===== src/rtl/spi_pkg.sv =====
// Shared SPI definitions: FSM state encoding and mode constants used by both
// the master and the peripheral-side blocks.
package spi_pkg;

  typedef enum logic [2:0] {
    IDLE,
    SETUP,
    SHIFT_HI,
    SHIFT_LO,
    HOLD,
    DONE
  } spi_state_t;

  localparam logic SPI_CPOL      = 1'b0;
  localparam logic SPI_CPHA      = 1'b0;
  localparam logic SPI_MSB_FIRST = 1'b1;

  // The half-period divider runs only while a frame is on the wire.
  function automatic logic div_active(spi_state_t s);
    return (s == SETUP) || (s == SHIFT_HI) || (s == SHIFT_LO) || (s == HOLD);
  endfunction

endpackage


===== src/rtl/spi_master_if.sv =====
// Host command signals and SPI pins of spi_master, grouped for port binding.
interface spi_master_if #(
  parameter int WIDTH = 8
);
  // Handshake: start is a single-cycle request taken only while busy=0; the
  // word on txData is captured on that cycle. busy rises the next cycle and
  // stays high through the single-cycle done pulse that also updates rxData.
  logic             start;
  logic [WIDTH-1:0] txData;
  logic [WIDTH-1:0] rxData;
  logic             busy;
  logic             done;
  logic             csN;
  logic             sclk;
  logic             mosi;
  logic             miso;

  modport master (
    input  start, txData, miso,
    output rxData, busy, done, csN, sclk, mosi
  );

  modport slave (
    output start, txData, miso,
    input  rxData, busy, done, csN, sclk, mosi
  );
endinterface


===== src/rtl/spi_clk_div.sv =====
// SCLK half-period counter: pulses tick every CLKDIV cycles while enabled.
module spi_clk_div #(
  parameter int CLKDIV = 4
) (
  input  logic clk,
  input  logic rst_n,
  input  logic en,
  output logic tick
);

  localparam int CW = $clog2(CLKDIV + 1);

  logic [CW-1:0] cnt;

  // Counting from 0 after enable gives the first phase one extra cycle, which
  // is the csN-to-first-SCLK setup slot; later phases reload to 1.
  assign tick = en && (cnt == CW'(CLKDIV));

  always_ff @(posedge clk or negedge rst_n) begin
    if (!rst_n) begin
      cnt <= '0;
    end else if (!en) begin
      cnt <= '0;
    end else if (tick) begin
      cnt <= CW'(1);
    end else begin
      cnt <= cnt + CW'(1);
    end
  end

endmodule


===== src/rtl/spi_master.sv =====
// SPI mode-0 master, MSB first. Define SPI_MASTER_LOOPBACK_EN to sample mosi
// instead of the miso pin (bring-up / self-test).
module spi_master
  import spi_pkg::*;
#(
  parameter int WIDTH  = 8,
  parameter int CLKDIV = 4
) (
  input  logic              clk,
  input  logic              rst_n,
  spi_master_if.master      bus,
  output spi_state_t        dbg_state
);

  localparam int BW = $clog2(WIDTH + 1);

  spi_state_t       state, state_n;
  logic [WIDTH-1:0] tx_sr, tx_n;
  logic [WIDTH-1:0] rx_sr, rx_n;
  logic [BW-1:0]    bit_cnt, bit_n;
  logic             csn_n, sclk_n, mosi_n, busy_n, done_n;
  logic [WIDTH-1:0] rxd_n;
  logic             tick;
  logic             sin;

`ifdef SPI_MASTER_LOOPBACK_EN
  assign sin = bus.mosi;
`else
  assign sin = bus.miso;
`endif

  assign dbg_state = state;

  spi_clk_div #(.CLKDIV(CLKDIV)) u_clk_div (
    .clk   (clk),
    .rst_n (rst_n),
    .en    (div_active(state)),
    .tick  (tick)
  );

  always_comb begin
    state_n = state;
    tx_n    = tx_sr;
    rx_n    = rx_sr;
    bit_n   = bit_cnt;
    csn_n   = bus.csN;
    sclk_n  = bus.sclk;
    mosi_n  = bus.mosi;
    busy_n  = bus.busy;
    done_n  = bus.done;
    rxd_n   = bus.rxData;
    unique case (state)
      IDLE: begin
        if (bus.start) begin
          state_n = SETUP;
          tx_n    = bus.txData;
          bit_n   = '0;
          csn_n   = 1'b0;
          mosi_n  = bus.txData[WIDTH-1];
          busy_n  = 1'b1;
        end
      end
      SETUP, SHIFT_LO: begin
        if (tick) begin
          sclk_n  = 1'b1;
          rx_n    = {rx_sr[WIDTH-2:0], sin};
          state_n = SHIFT_HI;
        end
      end
      SHIFT_HI: begin
        if (tick) begin
          sclk_n = 1'b0;
          bit_n  = bit_cnt + BW'(1);
          if (bit_cnt == BW'(WIDTH - 1)) begin
            state_n = HOLD;
          end else begin
            // mosi moves only here, on the falling SCLK edge
            tx_n    = {tx_sr[WIDTH-2:0], 1'b0};
            mosi_n  = tx_sr[WIDTH-2];
            state_n = SHIFT_LO;
          end
        end
      end
      HOLD: begin
        if (tick) begin
          csn_n   = 1'b1;
          mosi_n  = 1'b0;
          rxd_n   = rx_sr;
          done_n  = 1'b1;
          state_n = DONE;
        end
      end
      DONE: begin
        done_n  = 1'b0;
        busy_n  = 1'b0;
        state_n = IDLE;
      end
      default: state_n = IDLE;
    endcase
  end

  always_ff @(posedge clk or negedge rst_n) begin
    if (!rst_n) begin
      state      <= IDLE;
      tx_sr      <= '0;
      rx_sr      <= '0;
      bit_cnt    <= '0;
      bus.csN    <= 1'b1;
      bus.sclk   <= 1'b0;
      bus.mosi   <= 1'b0;
      bus.busy   <= 1'b0;
      bus.done   <= 1'b0;
      bus.rxData <= '0;
    end else begin
      state      <= state_n;
      tx_sr      <= tx_n;
      rx_sr      <= rx_n;
      bit_cnt    <= bit_n;
      bus.csN    <= csn_n;
      bus.sclk   <= sclk_n;
      bus.mosi   <= mosi_n;
      bus.busy   <= busy_n;
      bus.done   <= done_n;
      bus.rxData <= rxd_n;
    end
  end

endmodule

===== src/flat_wrapper.sv =====
// flat-port wrapper written by rule: the top's interface ports become plain ports
module spi_master_flat import spi_pkg::*;
#(
  parameter int WIDTH  = 8,
  parameter int CLKDIV = 4
)
  (clk, rst_n, dbg_state, bus_start, bus_txData, bus_miso, bus_rxData, bus_busy, bus_done, bus_csN, bus_sclk, bus_mosi);
  spi_master_if #(.WIDTH(WIDTH)) bus_i ();
  input  logic clk;
  input  logic rst_n;
  output spi_state_t dbg_state;
  input wire logic [$bits(bus_i.start)-1:0] bus_start;
  input wire logic [$bits(bus_i.txData)-1:0] bus_txData;
  input wire logic [$bits(bus_i.miso)-1:0] bus_miso;
  output wire logic [$bits(bus_i.rxData)-1:0] bus_rxData;
  output wire logic [$bits(bus_i.busy)-1:0] bus_busy;
  output wire logic [$bits(bus_i.done)-1:0] bus_done;
  output wire logic [$bits(bus_i.csN)-1:0] bus_csN;
  output wire logic [$bits(bus_i.sclk)-1:0] bus_sclk;
  output wire logic [$bits(bus_i.mosi)-1:0] bus_mosi;
  assign bus_i.start = bus_start;
  assign bus_i.txData = bus_txData;
  assign bus_i.miso = bus_miso;
  assign bus_rxData = bus_i.rxData;
  assign bus_busy = bus_i.busy;
  assign bus_done = bus_i.done;
  assign bus_csN = bus_i.csN;
  assign bus_sclk = bus_i.sclk;
  assign bus_mosi = bus_i.mosi;
  spi_master #(.WIDTH(WIDTH), .CLKDIV(CLKDIV)) u_core (.clk(clk), .rst_n(rst_n), .bus(bus_i), .dbg_state(dbg_state));
endmodule

===== config.mk =====
export PLATFORM = sky130hd
export DESIGN_NAME = spi_master_flat
export DESIGN_NICKNAME = d
export VERILOG_FILES = /design/src/rtl/spi_pkg.sv /design/src/rtl/spi_master_if.sv /design/src/rtl/spi_clk_div.sv /design/src/rtl/spi_master.sv /design/src/flat_wrapper.sv
export SDC_FILE = /design/constraint.sdc
export NUM_CORES = 1
export LEC_CHECK = 0
export ABC_AREA = 1
export CAP_MARGIN = 20
export CORE_MARGIN = 3
export CORE_UTILIZATION = 45
export CTS_CLUSTER_DIAMETER = 120
export DETAILED_ROUTE_END_ITERATION = 10
export PLACE_DENSITY = 0.79
export SYNTH_ARGS = -nofsm -noshare
export SYNTH_HDL_FRONTEND = slang
export SYNTH_SLANG_ARGS = --single-unit

===== constraint.sdc =====
create_clock -name clk -period 1.8 [get_ports clk]
set_clock_uncertainty 0.15 [all_clocks]
set_input_delay 0.36 -clock clk [delete_from_list [all_inputs] [get_ports clk]]
set_output_delay 0.36 -clock clk [all_outputs]
set_load 0.01 [all_outputs]

==> flow_summary_export.csv <==
group,metric,value,unit
outcome,status,"finished, final reports clean",
global_routing,grt_pass1_wl,6820,microns
worst_setup_path,crit_required,1.84,ns
worst_setup_path,ff2ff_setup_slack,0.07,ns
worst_setup_path,r2r_end,"u_core.bit_cnt[3]$_DFFE_PN0P_",
place,io_buffer_count,27,
route,viasPerCell,5.05,
floorplan,rows,22,
global_routing,grt_pass1_vias,1510,
job,maxCapViolCount,0,
timing,fmax,579,MHz
timing,maxSlewViolCount,0,
floorplan,die_x,69.6,microns
power,vdd_ir_drop_max,0.000622,V
route,drc,0,
worst_setup_path,worstSetupPathType,"register to register",
yosys,synth_area,1820,sq um
worst_setup_path,path_max_fanout,8,
yosys,yosysTopAreaCell,"dfrtp_1",
worst_setup_path,cp-end-kind,"register",
cells_and_area,num-fill-cells,340,
global_routing,overflow,0,
cells_and_area,final_common_cell,"nand2_1",
power,total_power,3.11,mW
worst_setup_path,r2r_cells,9,
clock_tree,root_buffer,"clkbuf_8",
min_path,worstHoldEndpoint,"u_core.bus.csN$_DFFE_PN1P_",
timing,slew_headroom,68.9,%
timing,rsz0062_at_grt,"yes",
worst_setup_path,cp-start-kind,"register",
floorplan,core,3770,sq um
yosys,ys_ff_latch,38,
timing,worst_slack,0.0724,ns
global_routing,grtUsageTotal,17.5,%
route,via_count,1531,
cells_and_area,antenna_cells,0,
cells_and_area,layout-drive-gt1-share,13.7,%
clock_tree,clk_pin_slew_worst_paths,0.08,ns
timing,period_share,96.0,%
yosys,ys_warn_count,0,
worst_setup_path,r2r-start,"u_core.u_clk_div.cnt[0]$_DFF_PN0_",
timing,period_minus_slack,1.73,ns
min_path,hold_depth,2,
power,pwr_density_cell,1350,nW/um^2
floorplan,die-area,4840,sq um
clock_tree,clk_latency,0.30,ns
timing,finalHoldViolations,0,
clock_tree,cts_buffers,5,
yosys,synth_cell_type_count,27,
route,antenna_left,0,
route,drt_iter0_drc,174,
worst_setup_path,crit_arrival,1.76,ns
min_path,hold_start,"u_core.bus.csN$_DFFE_PN1P_",
cells_and_area,syn_to_final_growth,26.2,%
place,hpwl,2640,microns
cells_and_area,final_nets,269,
floorplan,initial_utilization,48.2,%
global_routing,antenna_found_initial,0,
timing,holdWs,0.313,ns
clock_tree,cts_num_sinks,38,
yosys,yosys-top-cells-area,"dfrtp_1, nand2_1, nand3_1, inv_1, o21ai_0",
timing,tightestPinTransition,0.466,ns
yosys,ys_seq_area_share,52.4,%
clock_tree,clk_path_buf_depth,2,
floorplan,die_height,69.6,microns
yosys,synthCells,217,
timing,setup_tns,0,ns
route,routed_wl,3780,microns
route,wl_per_cell,12.5,microns
route,first_pass_iters,5,
yosys,syn_avg_cell_area,8.38,sq um
place,routabilityCongestion,0.908,
power,p_leak,1.16,nW
yosys,synth_top_area_share,50.9,%
worst_setup_path,startpoint,"u_core.u_clk_div.cnt[0]$_DFF_PN0_",
floorplan,io-pin-count,28,
yosys,syn_nets,232,
worst_setup_path,slowest_delay,0.41,ns
cells_and_area,final_cell_mix,"nand2_1, dfrtp_1, clkdlybuf4s50_1",
global_routing,grt_max_degree,39,
clock_tree,cts_tree,"built",
clock_tree,h-tree-depth,2,
timing,final-setup-viol-count,0,
worst_setup_path,crit_slowest_cell,"dfrtp_1",
place,place_ws,0.125,ns
min_path,hp-class,"register to register",
worst_setup_path,crit_chain,"inv_1 > ha_1 > nand2_4 > nor3_4 > nand2_2 > nand2_4 > inv_2 > nand2_1 > nand2_1",
-- kinds of logic after synthesis --
logic type / after synthesis / share of synthesized area, %
simple gates: 119 / 29.5
flops: 38 / 52.4
buf+inv: 29 / 7.50
compound gates: 25 / 7.09
fa+ha+maj: 3 / 2.06
xor+xnor: 2 / 0.964
mux: 1 / 0.551
-- routing by layer --
layer	global-route usage (%)	part of all wire, %	routed length [microns]	up-vias
li1	-	-	-	759
met1	23.0	44	1670	718
met2	26.0	46	1750	43
met3	6.81	7.5	283	11
met4	6.94	2.2	85	0
met5	0	0	0	-
-- critical path, delay by kind of cell, from the launching register on --
family,cells,cell delay [ns]
adders and majority gates,1,0.18
buffers and inverters,2,0.12
DFF,1,0.41
and+or+nand+nor,6,0.78
-- layout make-up --
| cell class | count | area [sq um] | share of cell area (%) |
|---|---|---|---|
| clock buffer | 5 | 68.8 | 3.00 |
| clock inverter | 3 | 45.0 | 1.96 |
| sequential | 38 | 956 | 41.7 |
| multi-input combinational | 150 | 737 | 32.1 |
| tap | 48 | 60.1 | 2.62 |
| inverter | 24 | 90.1 | 3.93 |
| timing repair buffer | 35 | 337 | 14.7 |
-- sequential cells by signal, indices dropped and copies added (netlist names) --
name	flops
u_core.u_clk_div.cnt	3
u_core.rx_sr	8
u_core.bit_cnt	4
u_core.bus.csN	1
u_core.bus.done	1
u_core.bus.sclk	1
u_core.bus.busy	1
u_core.dbg_state	3
u_core.bus.rxData	8
u_core.bus.mosi	1
u_core.tx_sr	7
-- report_power, final --
| part | internal, mW | total (mW) | switching (mW) |
|---|---|---|---|
| clock | 0.412 | 0.733 | 0.321 |
| sequential | 1.12 | 1.28 | 0.160 |
| combinational | 0.450 | 1.09 | 0.640 |
| total | 1.99 | 3.11 | 1.12 |
-- through the flow --
stage          instances  area, sq um  utilization, %
6_report             303         2290            60.8
2_1_floorplan        217         1820               -
3_3_place_gp         291         2140            56.7
4_1_cts              301         2270            60.2
3_5_place_dp         291         2140            56.7
5_1_grt              303         2290            60.8
-- synth_stat cells --
master / number
clkbuf_8: 1
xnor2_1: 1
inv_2: 4
xor2_1: 1
nor3_1: 2
buf_6: 2
o21ai_1: 8
dfrtp_1: 37
nor2_2: 1
o21ai_0: 12
a21oi_1: 4
nor2_1: 9
a21oi_2: 1
nand2_1: 80
buf_2: 2
ha_1: 3
nand3b_1: 1
mux2i_1: 1
nand3_4: 1
nand2_2: 3
dfstp_2: 1
inv_1: 20
nor2_4: 1
nand3_1: 17
nor3_4: 1
nand4_1: 1
nand2_4: 2
-- timing repair --
action	4_1_cts	5_1_grt
setup endpoints to repair	4	2
pin swaps	0	2
hold buffers	1	0
setup buffers	1	2
resized for setup	6	2
endpoints found under the hold margin	37	0
-- how the worst max path moves through the flow --
stage | end | slack (ns)
final | u_core.bit_cnt[3]$_DFFE_PN0P_ | 0.07
after global routing | u_core.tx_sr[4]$_DFFE_PN0P_ | -0.05
after CTS | bus_sclk | 0.07
after detailed placement | u_core.bit_cnt[1]$_DFFE_PN0P_ | 0.13
after floorplan | u_core.bus.mosi$_DFFE_PN0P_ | 0.32
after global placement | u_core.bit_cnt[3]$_DFFE_PN0P_ | 0.17
No activity file was read; power rests on OpenSTA's default activity.
